## config.mk

```make
export PLATFORM = sky130hd
export DESIGN_NAME = jtframe_rom_nslots
export DESIGN_NICKNAME = d
export VERILOG_FILES = /design/src/rtl/jtframe_rom_nslots.sv
export SDC_FILE = /design/constraint.sdc
export NUM_CORES = 1
export LEC_CHECK = 0
export ABC_AREA = 1
export CAP_MARGIN = 25
export CORE_ASPECT_RATIO = 2
export CORE_MARGIN = 2
export CORE_UTILIZATION = 45
export CTS_BUF_LIST = sky130_fd_sc_hd__clkbuf_4 sky130_fd_sc_hd__clkbuf_8
export DETAILED_ROUTE_END_ITERATION = 16
export PLACE_DENSITY = 0.72
export SLEW_MARGIN = 20
export SYNTH_ARGS = -nofsm -noshare
export SYNTH_HDL_FRONTEND = slang
export SYNTH_SLANG_ARGS = --single-unit
```

## constraint.sdc

```tcl
create_clock -name clk -period 6.79 [get_ports clk]
set_input_delay 1.0185 -clock clk [delete_from_list [all_inputs] [get_ports clk]]
set_output_delay 1.0185 -clock clk [all_outputs]
set_load 0.03 [all_outputs]
```

## src/rtl/jtframe_rom_nslots.sv

```systemverilog
// Read-only SDRAM front end: SLOTS one-entry caches share one SDRAM port; JTFRAME_ROMSLOTS_TIMEOUT_EN adds a 255-cycle abort.
// Latency: hit same cycle, miss = ack latency + beats + 2; sdram_req is held until sdram_ack, one transaction in flight.
module jtframe_rom_nslots #(
    parameter int SLOTS  = 3,
    parameter int SDRAMW = 22,
    parameter int AW     = 16,
    parameter int DW     = 16,
    parameter int RR     = 0,
    parameter logic [SLOTS*SDRAMW-1:0] OFFSETS = '0
) (
    input  logic                clk,
    input  logic                rst,
    input  logic [SLOTS*AW-1:0] slot_addr,
    input  logic [SLOTS-1:0]    slot_cs,
    input  logic [SLOTS-1:0]    slot_clr,
    output logic [SLOTS*DW-1:0] slot_dout,
    output logic [SLOTS-1:0]    slot_ok,
    output logic                sdram_req,
    output logic [SDRAMW-1:0]   sdram_addr,
    input  logic                sdram_ack,
    input  logic                data_dst,
    input  logic                data_rdy,
    input  logic [15:0]         data_read
);
    localparam int IW = (SLOTS > 1) ? $clog2(SLOTS) : 1;

    typedef enum logic [1:0] {IDLE, REQ, WAIT, FILL} state_t;

    state_t            state, state_nxt;
    logic [IW-1:0]     gnt, rr_ptr, sel;
    logic              found;
    logic [AW-1:0]     tag_req;
    logic [AW-1:0]     tag  [SLOTS];
    logic [DW-1:0]     data [SLOTS];
    logic [SLOTS-1:0]  valid, hit, pend, fill_mask;
    logic [31:0]       beat_buf;
    logic              beat_cnt, beat, last_beat, timeout;
    logic [AW-1:0]     sel_addr;
    logic [SDRAMW-1:0] sel_off, sel_ext;
    logic              unused;

    assign unused = ^{data_dst, beat_buf};

    always_comb begin
        hit  = '0;
        pend = '0;
        for (int i = 0; i < SLOTS; i++) begin
            hit[i]  = slot_cs[i] & valid[i] & (slot_addr[i*AW +: AW] == tag[i]);
            pend[i] = slot_cs[i] & ~hit[i] & ~(state != IDLE && int'(gnt) == i);
        end
    end

    assign slot_ok = hit;

    generate
        for (genvar g = 0; g < SLOTS; g++) begin : g_dout
            assign slot_dout[g*DW +: DW] = data[g];
        end
    endgenerate

    // Round-robin search starts at rr_ptr, which points one past the last grant.
    always_comb begin
        int j;
        found = 1'b0;
        sel   = '0;
        j     = 0;
        for (int k = 0; k < SLOTS; k++) begin
            j = ((RR != 0) ? int'(rr_ptr) : 0) + k;
            if (j >= SLOTS) j = j - SLOTS;
            if (!found && pend[j]) begin
                found = 1'b1;
                sel   = IW'(j);
            end
        end
    end

    assign sel_addr  = slot_addr[int'(sel)*AW +: AW];
    assign sel_off   = OFFSETS[int'(sel)*SDRAMW +: SDRAMW];
    assign sel_ext   = (DW == 32) ? SDRAMW'({sel_addr, 1'b0}) : SDRAMW'(sel_addr);
    assign last_beat = (DW != 32) || beat_cnt;
    assign fill_mask = (state == FILL) ? (SLOTS'(1) << gnt) : '0;

`ifdef JTFRAME_ROMSLOTS_TIMEOUT_EN
    logic [7:0] tmo;

    assign timeout = (tmo == 8'hff);

    always_ff @(posedge clk or posedge rst) begin
        if (rst) begin
            tmo <= '0;
        end else if ((state != REQ && state != WAIT) || (state == REQ && sdram_ack) || beat || timeout) begin
            tmo <= '0;
        end else begin
            tmo <= tmo + 8'd1;
        end
    end
`else
    assign timeout = 1'b0;
`endif

    always_comb begin
        state_nxt = state;
        beat      = 1'b0;
        case (state)
            IDLE: if (found) state_nxt = REQ;
            REQ: begin
                if (sdram_ack) begin
                    beat      = data_rdy;
                    state_nxt = (data_rdy && last_beat) ? FILL : WAIT;
                end else if (timeout) begin
                    state_nxt = IDLE;
                end
            end
            WAIT: begin
                if (data_rdy) begin
                    beat = 1'b1;
                    if (last_beat) state_nxt = FILL;
                end else if (timeout) begin
                    state_nxt = IDLE;
                end
            end
            FILL:    state_nxt = IDLE;
            default: state_nxt = IDLE;
        endcase
    end

    always_ff @(posedge clk or posedge rst) begin
        if (rst) begin
            state      <= IDLE;
            gnt        <= '0;
            rr_ptr     <= '0;
            tag_req    <= '0;
            sdram_req  <= 1'b0;
            sdram_addr <= '0;
            beat_buf   <= '0;
            beat_cnt   <= 1'b0;
            valid      <= '0;
            for (int i = 0; i < SLOTS; i++) begin
                tag[i]  <= '0;
                data[i] <= '0;
            end
        end else begin
            state <= state_nxt;
            case (state)
                IDLE: begin
                    if (found) begin
                        gnt        <= sel;
                        tag_req    <= sel_addr;
                        sdram_addr <= sel_off + sel_ext;
                        sdram_req  <= 1'b1;
                        beat_cnt   <= 1'b0;
                    end
                end
                REQ: if (sdram_ack || timeout) sdram_req <= 1'b0;
                FILL: begin
                    data[gnt] <= beat_buf[31 -: DW];
                    tag[gnt]  <= tag_req;
                    rr_ptr    <= (int'(gnt) == SLOTS - 1) ? '0 : gnt + 1'b1;
                end
                default: ;
            endcase
            // Beats shift in from the top so the first (low) word ends up below the second.
            if (beat) begin
                beat_buf <= {data_read, beat_buf[31:16]};
                beat_cnt <= 1'b1;
            end
            valid <= (valid | fill_mask) & ~slot_clr;
        end
    end
endmodule
```

==> flow_metrics.py <==
metrics = {
    "worst_setup_path": {
        "rrSetupSlack_ns": 4.04,
        "worstSetupPathType": "in -> out",
        "required_ns": 5.77,
        "worstRegToRegCells": 10,
        "r2r_start": "state[0]",
        "max_stage_delay_ns": 0.73,
        "critPathCaptureType": "output port",
        "path_cells": "clkdlybuf4s50_1, inv_1, nand2_1, o2111ai_1, nor3_1, nand3_1, nor4_1, clkdlybuf4s50_1",
        "reg2reg_to": "sdram_addr[1]",
        "path_delay_family": "buffers and inverters",
        "critPathMaxFanout": 3,
        "crit_buf_inv": 3,
        "start_kind": "input port",
        "critPathSlowestCell": "clkdlybuf4s50_1",
        "crit_arrival_ns": 3.05,
        "crit_top_cell": "clkdlybuf4s50_1",
    },
    "clock_tree": {
        "clockBufferDepth": 2,
        "cts_setup_buffers": 0,
        "h-tree-depth": 4,
        "cts_root_buffer": "clkbuf_8",
        "numCtsBuffers": 17,
        "cts_resized": 0,
        "postCtsHoldBufs": 0,
        "cts_tree": "built",
        "worstSkewPairLatency_ns": 0.44,
        "clkSlewWorstSetupHoldPaths_ns": 0.08,
        "cts_sinks": 136,
    },
    "finish": {
        "syn_to_final_growth_pct": 29.28,
        "final_nets": 1088,
        "multiInputGateArea_sq_um": 2698,
        "instances_no_fill": 1216,
        "drive_above_1_share": 0.05093,
        "final_util": 0.5910,
        "num_antenna_cells": 0,
        "layout_commonest_cell": "nand2_1",
        "ff_latch_area_sq_um": 3403,
        "most-common-layout-cells": "263 x nand2_1, 141 x clkdlybuf4s50_1, 136 x dfrtp_1",
        "fill_cells": 1397,
    },
    "synth": {
        "ys_warn_count": 0,
        "syn_avg_cell_area_sq_um": 7.656,
        "synthDistinctLibCells": 35,
        "ys_ff_latch": 136,
        "syn-instance-count": 880,
        "synth_area_sq_um": 6738,
        "seq_area_frac_synth": 0.5051,
    },
    "routing": {
        "drc": 0,
        "drtPass1Iterations": 7,
        "wirelength_mm": 20.31,
        "first_iter_violations": 496,
        "antenna_left": 0,
        "viasPerCell": 4.938,
        "avgRoutedWirePerCell_um": 16.70,
        "num_vias": 6005,
    },
    "pwr": {
        "ir_drop_mv": 0.3089,
        "cellPowerDensity_nw_per_um2": 477.7,
        "p_leak_nw": 4.293,
        "totalPowerFinal_w": 0.004161,
    },
    "global_routing": {
        "antenna_found_initial": 0,
        "grt_max_degree": 78,
        "grt_pass1_wl_mm": 31.74,
        "gr-usage-all-layers": 0.2609,
        "grt_pass1_vias": 5920,
        "grt_overflow_total": 0,
    },
    "sta": {
        "slew_violations": 0,
        "fin_crit_sh": 0.5999,
        "rsz0062_at_grt": "no",
        "finalSetupTns_ns": 0,
        "min_period_ns": 4.073,
        "setup_violations": 0,
        "timing_hold_violations_final": 0,
        "fmax_mhz": 245.5,
        "fin_skew_ns": 0.02324,
        "slew_headroom": 0.5169,
        "worst_slew_pin_slew_ns": 0.7246,
    },
    "hold_path": {
        "hold_class": "reg -> reg",
        "hp-start": "slot_dout[47]",
        "holdPathStages": 2,
        "min_delay_worst_endpoint": "slot_dout[47]",
    },
    "die": {
        "start_util": 0.4571,
        "core_area_sq_um": 14740,
        "dieArea_sq_um": 16030,
        "rows": 63,
        "io_pins": 149,
        "dieHeight_um": 177.0,
        "die_w_um": 90.53,
    },
    "run_status": {
        "status": "complete, no violations",
    },
    "place": {
        "numPlacedInstances": 1185,
        "gp_congestion": 0.9327,
        "port_buffers": 141,
        "hpwl_mm": 15.42,
    },
    "job": {
        "drv_cap": 0,
    },
}
==> layout make-up <==
class	count	share of cell area
Clock buffer	17	0.02686
Multi-Input combinational cell	590	0.3097
Clock inverter	14	0.02427
Inverter	118	0.05142
Timing Repair Buffer	146	0.1691
Sequential cell	136	0.3907
Tap cell	195	0.02801
==> per-stage QoR <==
stage	hold slack [ns]	area (sq um)	setup WS (ns)
after floorplan	0.4530	6756	2.132
after global placement	0.4669	8234	2.696
after detailed placement	0.4722	8262	2.708
after CTS	0.4920	8707	2.706
after global routing	0.5205	8711	2.594
final	0.4882	8711	2.717
==> how the worst max path moves through the flow <==
stage             startpoint           end  slack [ns]  cells past startpoint
2_1_floorplan            rst  beat_buf[16]        2.13                      1
5_1_grt         slot_addr[7]    slot_ok[0]        2.59                      8
3_5_place_dp   slot_addr[29]    slot_ok[1]        2.71                      8
3_3_place_gp   slot_addr[29]    slot_ok[1]        2.70                      8
4_1_cts        slot_addr[29]    slot_ok[1]        2.71                      8
6_report       slot_addr[29]    slot_ok[1]        2.72                      8
==> flip-flops by register name, indices dropped and copies added, names as in the netlist <==
signal and flops:
sdram_addr 16, slot_dout 48, state 2, valid 3, beat_buf 16, gnt 2
sdram_req 1, tag 48
==> per-layer routing <==
layer / up-vias / GRT usage / share of wire
met3: 52 / 0.04642 / 0.034
li1: 3010 / - / -
met2: 170 / 0.5016 / 0.56
met4: 0 / 0.1455 / 0.055
met1: 2773 / 0.2585 / 0.35
met5: - / 0 / 0
==> cell families (layout without fill, tap and decap cells) <==
group / after synthesis / in the layout / share of synthesized area
adders and majority gates: 4 / 4 / 0.007428
buffers and inverters: 159 / 295 / 0.09916
DFF: 136 / 136 / 0.5051
other: 1 / 6 / 0.0005566
and+or+nand+nor: 425 / 425 / 0.2631
AOI/OAI and AO/OA: 145 / 145 / 0.1116
xor gates and xnor gates: 10 / 10 / 0.01300
==> cell usage after synthesis <==
library cell  number  share of area
or2_0              1        0.00093
nor2_1            73          0.041
buf_6              3         0.0050
buf_4              9          0.010
nor3_1            20          0.015
inv_1            117          0.065
nor3b_1            3         0.0033
o21ai_0          109          0.081
o2111ai_1          3         0.0039
nor4_1             2         0.0019
clkbuf_1          24          0.013
nand3b_1           1         0.0011
or2_2              2         0.0019
nand2_4            2         0.0033
nand3_1           47          0.035
inv_2              1        0.00056
dfrtp_1          136           0.51
o22ai_1            1        0.00093
xnor2_1            5         0.0065
clkbuf_8           1         0.0020
a21oi_1           23          0.017
nand2_2            3         0.0028
a21boi_0           1         0.0011
conb_1             1        0.00056
nand2_1          264           0.15
a311oi_1           1         0.0013
nand4_4            1         0.0032
o31ai_1            2         0.0022
nand4_1            3         0.0028
o211ai_1           1         0.0011
xor2_1             5         0.0065
o21ai_1            4         0.0030
nand3_2            3         0.0045
buf_2              4         0.0030
ha_1               4         0.0074
==> report_power, final <==
group	total (W)	internal [W]	switching, W	leakage [nW]
clock	0.000754	0.000410	0.000345	0.221
sequential	0.00143	0.00118	0.000249	1.68
combinational	0.00198	0.000714	0.00126	2.39
==> tightest hold or removal path, stage by stage, from the launching register on <==
cell	delay, ns
dfrtp_1	0.35
nand2_1	0.05
o21ai_0	0.06
Note: power is estimated with default switching activity, not from simulation.
